[config.mk]
export PLATFORM = sky130hd
export DESIGN_NAME = dut_test_scheduler
export DESIGN_NICKNAME = d
export VERILOG_FILES = /design/src/rtl/dut_test_scheduler.sv
export SDC_FILE = /design/constraint.sdc
export NUM_CORES = 1
export LEC_CHECK = 0
export BUFFER_PORTS_ARGS = -buffer_cell sky130_fd_sc_hd__buf_2
export CAP_MARGIN = 10
export CELL_PAD_IN_SITES_DETAIL_PLACEMENT = 0
export CELL_PAD_IN_SITES_GLOBAL_PLACEMENT = 2
export CORE_MARGIN = 1.5
export CORE_UTILIZATION = 30
export DETAILED_ROUTE_END_ITERATION = 8
export GPL_TIMING_DRIVEN = 0
export HOLD_SLACK_MARGIN = 0.1
export PLACE_DENSITY = 0.65
export SLEW_MARGIN = 30
export SYNTH_ARGS = -nofsm -noshare
export SYNTH_HDL_FRONTEND = slang
export SYNTH_SLANG_ARGS = --single-unit
[constraint.sdc]
create_clock -name CLK_SYS -period 2.14 [get_ports CLK_SYS]
set_input_delay 0.107 -clock CLK_SYS [delete_from_list [all_inputs] [get_ports CLK_SYS]]
set_output_delay 0.107 -clock CLK_SYS [all_outputs]
set_load 0.01 [all_outputs]
[src/rtl/dut_test_scheduler.sv]
// dut_test_scheduler: walks an enabled-DUT mask in ascending order, selects
// each DUT, pulses its test start, waits for completion and records a
// per-DUT status and low-cycle count readable through RES_IDX.
// Optional feature macro: DUT_SCHED_TIMEOUT_EN enables the ack and run
// timeouts (statuses 10/11); without it the waits are unbounded.
module dut_test_scheduler #(
    parameter int unsigned NUM_DUT       = 5,
    parameter int unsigned CNT_WIDTH     = 32,
    parameter int unsigned SETTLE_CYCLES = 4,
    parameter int unsigned ACK_TIMEOUT   = 16,
    parameter int unsigned RUN_TIMEOUT   = 1000000,
    localparam int unsigned SEL_W        = $clog2(NUM_DUT) + 1
) (
    input  logic                 CLK_SYS,
    input  logic                 RSTN,
    input  logic                 RUN,
    input  logic                 ABORT,
    input  logic [NUM_DUT-1:0]   DUT_MASK,
    output logic                 BUSY,
    output logic                 DONE,
    output logic                 DUT_DO_TEST,
    output logic [SEL_W-1:0]     DUT_SEL,
    input  logic                 DUT_RDY,
    input  logic [SEL_W-1:0]     RES_IDX,
    output logic [1:0]           RES_STATUS,
    output logic [CNT_WIDTH-1:0] RES_CYCLES
);

    localparam int unsigned SETTLE_W = $clog2(SETTLE_CYCLES + 1);

    localparam logic [1:0] ST_PASS    = 2'b01;
    localparam logic [1:0] ST_RUN_TMO = 2'b10;
    localparam logic [1:0] ST_NO_ACK  = 2'b11;

    typedef enum logic [2:0] {
        S_IDLE,
        S_SCAN,
        S_SETTLE,
        S_START,
        S_WAIT_ACK,
        S_WAIT_DONE,
        S_NEXT,
        S_FINISH
    } state_e;

    state_e                 state_q, state_d;
    logic [NUM_DUT-1:0]     mask_q, mask_d;
    logic [SEL_W-1:0]       sel_q, sel_d;
    logic [SETTLE_W-1:0]    settle_q, settle_d;
    logic [CNT_WIDTH-1:0]   cnt_q, cnt_d;
    logic                   abort_q, abort_d;
    logic                   busy_q, busy_d;
    logic                   done_q, done_d;
    logic                   start_q, start_d;
    logic [1:0]             status_q [NUM_DUT];
    logic [1:0]             status_d [NUM_DUT];
    logic [CNT_WIDTH-1:0]   cycles_q [NUM_DUT];
    logic [CNT_WIDTH-1:0]   cycles_d [NUM_DUT];
    logic [1:0]             res_status_q, res_status_d;
    logic [CNT_WIDTH-1:0]   res_cycles_q, res_cycles_d;

    logic [SEL_W-1:0]       low_idx_c;
    logic                   low_found_c;
    logic                   abort_pend_c;
    logic                   settle_done_c;
    logic [CNT_WIDTH-1:0]   cnt_inc_c;
    logic                   wr_en_c;
    logic [1:0]             wr_status_c;
    logic [CNT_WIDTH-1:0]   wr_cycles_c;

`ifdef DUT_SCHED_TIMEOUT_EN
    localparam int unsigned ACK_W = $clog2(ACK_TIMEOUT + 1);
    logic [ACK_W-1:0]       ack_q, ack_d;
`else
    logic [CNT_WIDTH-1:0]   unused_tmo;
    assign unused_tmo = CNT_WIDTH'(ACK_TIMEOUT) ^ CNT_WIDTH'(RUN_TIMEOUT);
`endif

    assign abort_pend_c  = abort_q | ABORT;
    assign settle_done_c = (settle_q == SETTLE_W'(SETTLE_CYCLES - 1));
    assign cnt_inc_c     = (cnt_q == '1) ? cnt_q : cnt_q + CNT_WIDTH'(1);

    // Lowest still-pending DUT index in the latched mask
    always_comb begin
        low_idx_c   = '0;
        low_found_c = 1'b0;
        for (int i = int'(NUM_DUT) - 1; i >= 0; i--) begin
            if (mask_q[i]) begin
                low_idx_c   = SEL_W'(i);
                low_found_c = 1'b1;
            end
        end
    end

    // Batch sequencing: next state, counters, result writes, output lookahead
    always_comb begin
        state_d     = state_q;
        mask_d      = mask_q;
        sel_d       = sel_q;
        settle_d    = settle_q;
        cnt_d       = cnt_q;
        abort_d     = abort_pend_c;
        status_d    = status_q;
        cycles_d    = cycles_q;
        wr_en_c     = 1'b0;
        wr_status_c = '0;
        wr_cycles_c = '0;
`ifdef DUT_SCHED_TIMEOUT_EN
        ack_d       = ack_q;
`endif

        unique case (state_q)
            S_IDLE: begin
                abort_d = 1'b0;
                if (RUN) begin
                    mask_d = DUT_MASK;
                    for (int i = 0; i < int'(NUM_DUT); i++) begin
                        status_d[i] = '0;
                        cycles_d[i] = '0;
                    end
                    state_d = (DUT_MASK == '0) ? S_FINISH : S_SCAN;
                end
            end
            S_SCAN: begin
                if (low_found_c) begin
                    sel_d    = low_idx_c;
                    settle_d = '0;
                    state_d  = S_SETTLE;
                end else begin
                    state_d = S_FINISH;
                end
            end
            S_SETTLE: begin
                if (abort_pend_c) begin
                    state_d = S_FINISH;
                end else if (settle_done_c) begin
                    if (DUT_RDY) begin
                        state_d = S_START;
                    end
                end else begin
                    settle_d = settle_q + SETTLE_W'(1);
                end
            end
            S_START: begin
                cnt_d   = '0;
`ifdef DUT_SCHED_TIMEOUT_EN
                ack_d   = '0;
`endif
                state_d = S_WAIT_ACK;
            end
            S_WAIT_ACK: begin
                // The edge that first sees RDY low already counts as a low cycle
                if (!DUT_RDY) begin
                    cnt_d   = CNT_WIDTH'(1);
                    state_d = S_WAIT_DONE;
                end
`ifdef DUT_SCHED_TIMEOUT_EN
                else if (ack_q == ACK_W'(ACK_TIMEOUT - 1)) begin
                    wr_en_c     = 1'b1;
                    wr_status_c = ST_NO_ACK;
                    state_d     = S_NEXT;
                end else begin
                    ack_d = ack_q + ACK_W'(1);
                end
`endif
            end
            S_WAIT_DONE: begin
                if (DUT_RDY) begin
                    wr_en_c     = 1'b1;
                    wr_status_c = ST_PASS;
                    wr_cycles_c = cnt_q;
                    state_d     = S_NEXT;
                end else begin
`ifdef DUT_SCHED_TIMEOUT_EN
                    if (cnt_inc_c >= CNT_WIDTH'(RUN_TIMEOUT)) begin
                        wr_en_c     = 1'b1;
                        wr_status_c = ST_RUN_TMO;
                        wr_cycles_c = CNT_WIDTH'(RUN_TIMEOUT);
                        state_d     = S_NEXT;
                    end else begin
                        cnt_d = cnt_inc_c;
                    end
`else
                    cnt_d = cnt_inc_c;
`endif
                end
            end
            S_NEXT: begin
                for (int i = 0; i < int'(NUM_DUT); i++) begin
                    if (sel_q == SEL_W'(i)) begin
                        mask_d[i] = 1'b0;
                    end
                end
                state_d = abort_pend_c ? S_FINISH : S_SCAN;
            end
            S_FINISH: begin
                state_d = S_IDLE;
            end
            default: begin
                state_d = S_IDLE;
            end
        endcase

        for (int i = 0; i < int'(NUM_DUT); i++) begin
            if (wr_en_c && (sel_q == SEL_W'(i))) begin
                status_d[i] = wr_status_c;
                cycles_d[i] = wr_cycles_c;
            end
        end

        busy_d  = (state_d != S_IDLE) && (state_d != S_FINISH);
        done_d  = (state_d == S_FINISH);
        start_d = (state_d == S_START);
    end

    // Registered result read port; out-of-range indices read as 00/0
    always_comb begin
        res_status_d = '0;
        res_cycles_d = '0;
        for (int i = 0; i < int'(NUM_DUT); i++) begin
            if (RES_IDX == SEL_W'(i)) begin
                res_status_d = status_q[i];
                res_cycles_d = cycles_q[i];
            end
        end
    end

    // State and output registers
    always_ff @(posedge CLK_SYS or negedge RSTN) begin
        if (!RSTN) begin
            state_q      <= S_IDLE;
            mask_q       <= '0;
            sel_q        <= '0;
            settle_q     <= '0;
            cnt_q        <= '0;
            abort_q      <= 1'b0;
            busy_q       <= 1'b0;
            done_q       <= 1'b0;
            start_q      <= 1'b0;
            res_status_q <= '0;
            res_cycles_q <= '0;
            for (int i = 0; i < int'(NUM_DUT); i++) begin
                status_q[i] <= '0;
                cycles_q[i] <= '0;
            end
`ifdef DUT_SCHED_TIMEOUT_EN
            ack_q        <= '0;
`endif
        end else begin
            state_q      <= state_d;
            mask_q       <= mask_d;
            sel_q        <= sel_d;
            settle_q     <= settle_d;
            cnt_q        <= cnt_d;
            abort_q      <= abort_d;
            busy_q       <= busy_d;
            done_q       <= done_d;
            start_q      <= start_d;
            res_status_q <= res_status_d;
            res_cycles_q <= res_cycles_d;
            for (int i = 0; i < int'(NUM_DUT); i++) begin
                status_q[i] <= status_d[i];
                cycles_q[i] <= cycles_d[i];
            end
`ifdef DUT_SCHED_TIMEOUT_EN
            ack_q        <= ack_d;
`endif
        end
    end

    assign BUSY        = busy_q;
    assign DONE        = done_q;
    assign DUT_DO_TEST = start_q;
    assign DUT_SEL     = sel_q;
    assign RES_STATUS  = res_status_q;
    assign RES_CYCLES  = res_cycles_q;

endmodule
==> impl_metrics.ini <==
[pwr]
p_total_mw = 13.4
worst_voltage_drop_across_the_vdd_grid_mv = 0.476
power_per_cell_area_nw_per_um2 = 948
power.leakage_nw = 6.59

[clock_network]
tritoncts.num_buffers = 31
worst_setup_hold_path_clk_slew_ps = 60
htree_levels = 1
tritoncts_num_sinks = 248
worst_skew_pair.late_latency_ps = 570
tritoncts = yes
ctsLongestPathBuffers = 3
cts_root_buf = sky130_fd_sc_hd__clkbuf_16

[critical_path]
worstRegToRegCells = 6
critical_path.max_fanout = 5
cp-start-kind = flip-flop
critical_path.endpoint_type = flip-flop
crit_path_dat_ps = 2540
critical_path_required_ps = 2620
timing.reg2reg.setup_slack_ps = 80
worst-setup-path-type = flip-flop to flip-flop

[final_layout]
drive_above_1_share_pct = 18.1
antenna-diode-count = 0
nNetsFinal = 1408
layout_common_cells = sky130_fd_sc_hd__nand2_1 (375), sky130_fd_sc_hd__dfrtp_1 (240), sky130_fd_sc_hd__o21ai_0 (163)
area_growth_syn_to_layout_pct = 23.8
layout.cells.most_common = sky130_fd_sc_hd__nand2_1
regArea_sq_um = 6220
fillerInstances = 3840
multi_input_area_sq_um = 4860

[synth]
synth.yosys.warnings = 0
synth.ff_latch_count = 248
yosys.cell_types.count = 57
synthesis.instances = 1280
synth.yosys.seq_area_share_pct = 54.4
netlist_top_cells_area = sky130_fd_sc_hd__dfrtp_1 (54%), sky130_fd_sc_hd__nand2_1 (12%), sky130_fd_sc_hd__o21ai_0 (7.2%), sky130_fd_sc_hd__nand3_1 (3.6%), sky130_fd_sc_hd__mux2i_1 (3.2%)
synth_enable_flop_cells = 0
netlist.top_cell.by_area = sky130_fd_sc_hd__dfrtp_1
netlist.area_leader.share_pct = 54.4
syn-cell-area_sq_um = 11400
asyncSetResetFlopFracSynth_pct = 100
yosys_most_used_dff = sky130_fd_sc_hd__dfrtp_1
syn_avg_cell_area_sq_um = 8.91

[detailed_routing]
drt_iter0_drcs = 635
drc = 0
routed_wl_um = 39400
via_count = 9762
firstDrtPassIters = 8
final_antenna_net_count = 0
avgRoutedWirePerCell_um = 20.4
avgViaCountPerCell = 5.07

[global_route]
total_global_routing_track_utilization_pct = 20.6
vias_in_the_first_global_route = 9791
wire_length_of_the_first_global_routing_pass_um = 61000
grt_antenna_before_repair = 0
grt_start_max_net_pins = 73
grt_overflow = 0

[sta]
rsz0062_at_grt = yes
fmaxAchievable_mhz = 486
period_needed_ps = 2060
finalSetupViolations = 0
worst_margin_slew_ps = 938
clock-skew-final_ps = 16.2
final.setup.tns_ps = 0
slew-limit-headroom_pct = 37.5
hold_violations_final = 0
timing.final.max_slew_violations = 0
final_critical_path_setup_slack_ps = 81.4
post-route-period-util_pct = 96.2

[floorplan]
core-area_sq_um = 37600
number_of_standard_cell_rows_in_the_floorplan = 71
fp.dieW_um = 198
initial_utilization_pct = 30.4
floorplan.die_area_sq_um = 39200
die_h_um = 198
io_pins = 55

[outcome]
run_status = complete, no violations

[placed_design]
hpwl_um = 26200
port-buffer-count = 50
place.gp.congestion = 0.764
pre_cts_ws_ps = -830

[run]
cap_viol_max_count = 0

[min_path]
hold_depth = 4
hold_class = input port to flip-flop
## path summary, 6_finish.rpt
check	start	end
min in group asynchronous	RSTN	cycles_q[32]$_DFFE_PN0P_
setup reg to reg	cnt_q[0]$_DFFE_PN0P_	cnt_q[28]$_DFFE_PN0P_
setup / recovery	cnt_q[0]$_DFFE_PN0P_	cnt_q[28]$_DFFE_PN0P_
max in group asynchronous	RSTN	RES_CYCLES[1]$_DFF_PN0_
hold / removal	RES_IDX[1]	RES_STATUS[0]$_DFF_PN0_
hold reg to reg	status_q[4]$_DFFE_PN0P_	status_q[4]$_DFFE_PN0P_
## synthesized netlist by cell type, types with 2 or more instances
cell	n
sky130_fd_sc_hd__mux2_2	4
sky130_fd_sc_hd__a221oi_1	7
sky130_fd_sc_hd__a21o_1	5
sky130_fd_sc_hd__a41oi_1	5
sky130_fd_sc_hd__buf_4	2
sky130_fd_sc_hd__nor3b_1	5
sky130_fd_sc_hd__nor2_1	48
sky130_fd_sc_hd__o21ai_0	164
sky130_fd_sc_hd__a31oi_1	24
sky130_fd_sc_hd__mux2i_1	36
sky130_fd_sc_hd__nand2b_1	2
sky130_fd_sc_hd__nand3_1	82
sky130_fd_sc_hd__or3b_2	2
sky130_fd_sc_hd__buf_1	8
sky130_fd_sc_hd__nor2b_1	6
sky130_fd_sc_hd__clkbuf_1	88
sky130_fd_sc_hd__or4_1	2
sky130_fd_sc_hd__inv_1	6
sky130_fd_sc_hd__buf_2	23
sky130_fd_sc_hd__nand3b_1	3
sky130_fd_sc_hd__or3_1	2
sky130_fd_sc_hd__and3b_1	2
sky130_fd_sc_hd__dfrtp_1	248
sky130_fd_sc_hd__nor3_1	7
sky130_fd_sc_hd__ha_1	3
sky130_fd_sc_hd__and2_1	4
sky130_fd_sc_hd__and4_1	2
sky130_fd_sc_hd__o22ai_1	2
sky130_fd_sc_hd__a221o_1	27
sky130_fd_sc_hd__o21ai_1	6
sky130_fd_sc_hd__o21a_1	3
sky130_fd_sc_hd__nand2_1	376
sky130_fd_sc_hd__nor4_1	7
sky130_fd_sc_hd__a31o_2	3
sky130_fd_sc_hd__a21oi_1	27
sky130_fd_sc_hd__nand4_1	12
sky130_fd_sc_hd__and3_1	7
## power by group
group | internal (mW) | switching, mW
registers | 5.00 | 0.318
clock network | 3.38 | 2.09
logic | 0.874 | 1.73
total | 9.25 | 4.14
## sequential cells by signal, indices dropped and copies added (netlist names)
register / count
cycles_q: 160
RES_CYCLES: 32
cnt_q: 32
mask_q: 5
status_q: 5
DUT_SEL: 3
settle_q: 3
state_q: 3
BUSY: 1
DONE: 1
DUT_DO_TEST: 1
RES_STATUS: 1
abort_q: 1
## worst max-delay path: stages (launching register included)
cell	delay, ps
sky130_fd_sc_hd__dfrtp_1	360
sky130_fd_sc_hd__ha_2	230
sky130_fd_sc_hd__nand2_1	130
sky130_fd_sc_hd__or4_4	480
sky130_fd_sc_hd__nor4b_4	430
sky130_fd_sc_hd__a41oi_1	160
sky130_fd_sc_hd__a31oi_1	180
## kinds of logic after synthesis
family	synth area share (%)
adders and majority gates	0.329
buffers and inverters	4.54
muxes	3.55
xor gates and xnor gates	0.0768
other	0.0329
and+or+nand+nor	22.4
AOI/OAI and AO/OA	14.6
DFF	54.4
## final cells by class
cell class                 count  share of cell area [%]
timing repair buffer          89                    4.54
clock buffer                  48                    6.73
buffer                       110                    4.74
multi-input combinational    905                    34.4
tap                          511                    4.53
inverter                       6                   0.160
clock inverter                 9                   0.868
sequential                   248                    44.0
## routing by layer
layer  vias to the layer above  global-route usage, %  wire length, um
met5                         -                      0                0
met4                         0                   4.66              659
met3                        45                   2.06             1400
li1                       4616                      -                -
met1                      4921                   29.8            19100
met2                       180                   33.2            18300
## through the flow
stage	utilization [%]	hold WS, ps	instance area [sq um]	instances
detailed placement	33.0	100	12400	1846
finish	37.6	183	14100	1926
global route	37.6	238	14100	1926
floorplan	-	-189	11400	1281
global placement	32.7	378	12300	1842
CTS	36.8	184	13800	1915
## repair_timing
item,4_1_cts,5_1_grt
pin swaps,2,9
cloned,0,0
hold buffers,11,0
buffers inserted,8,16
hold endpoints to repair,213,0
endpoints found under the setup margin,199,193
resized for setup,83,102
(Power assumes the default switching activity.)
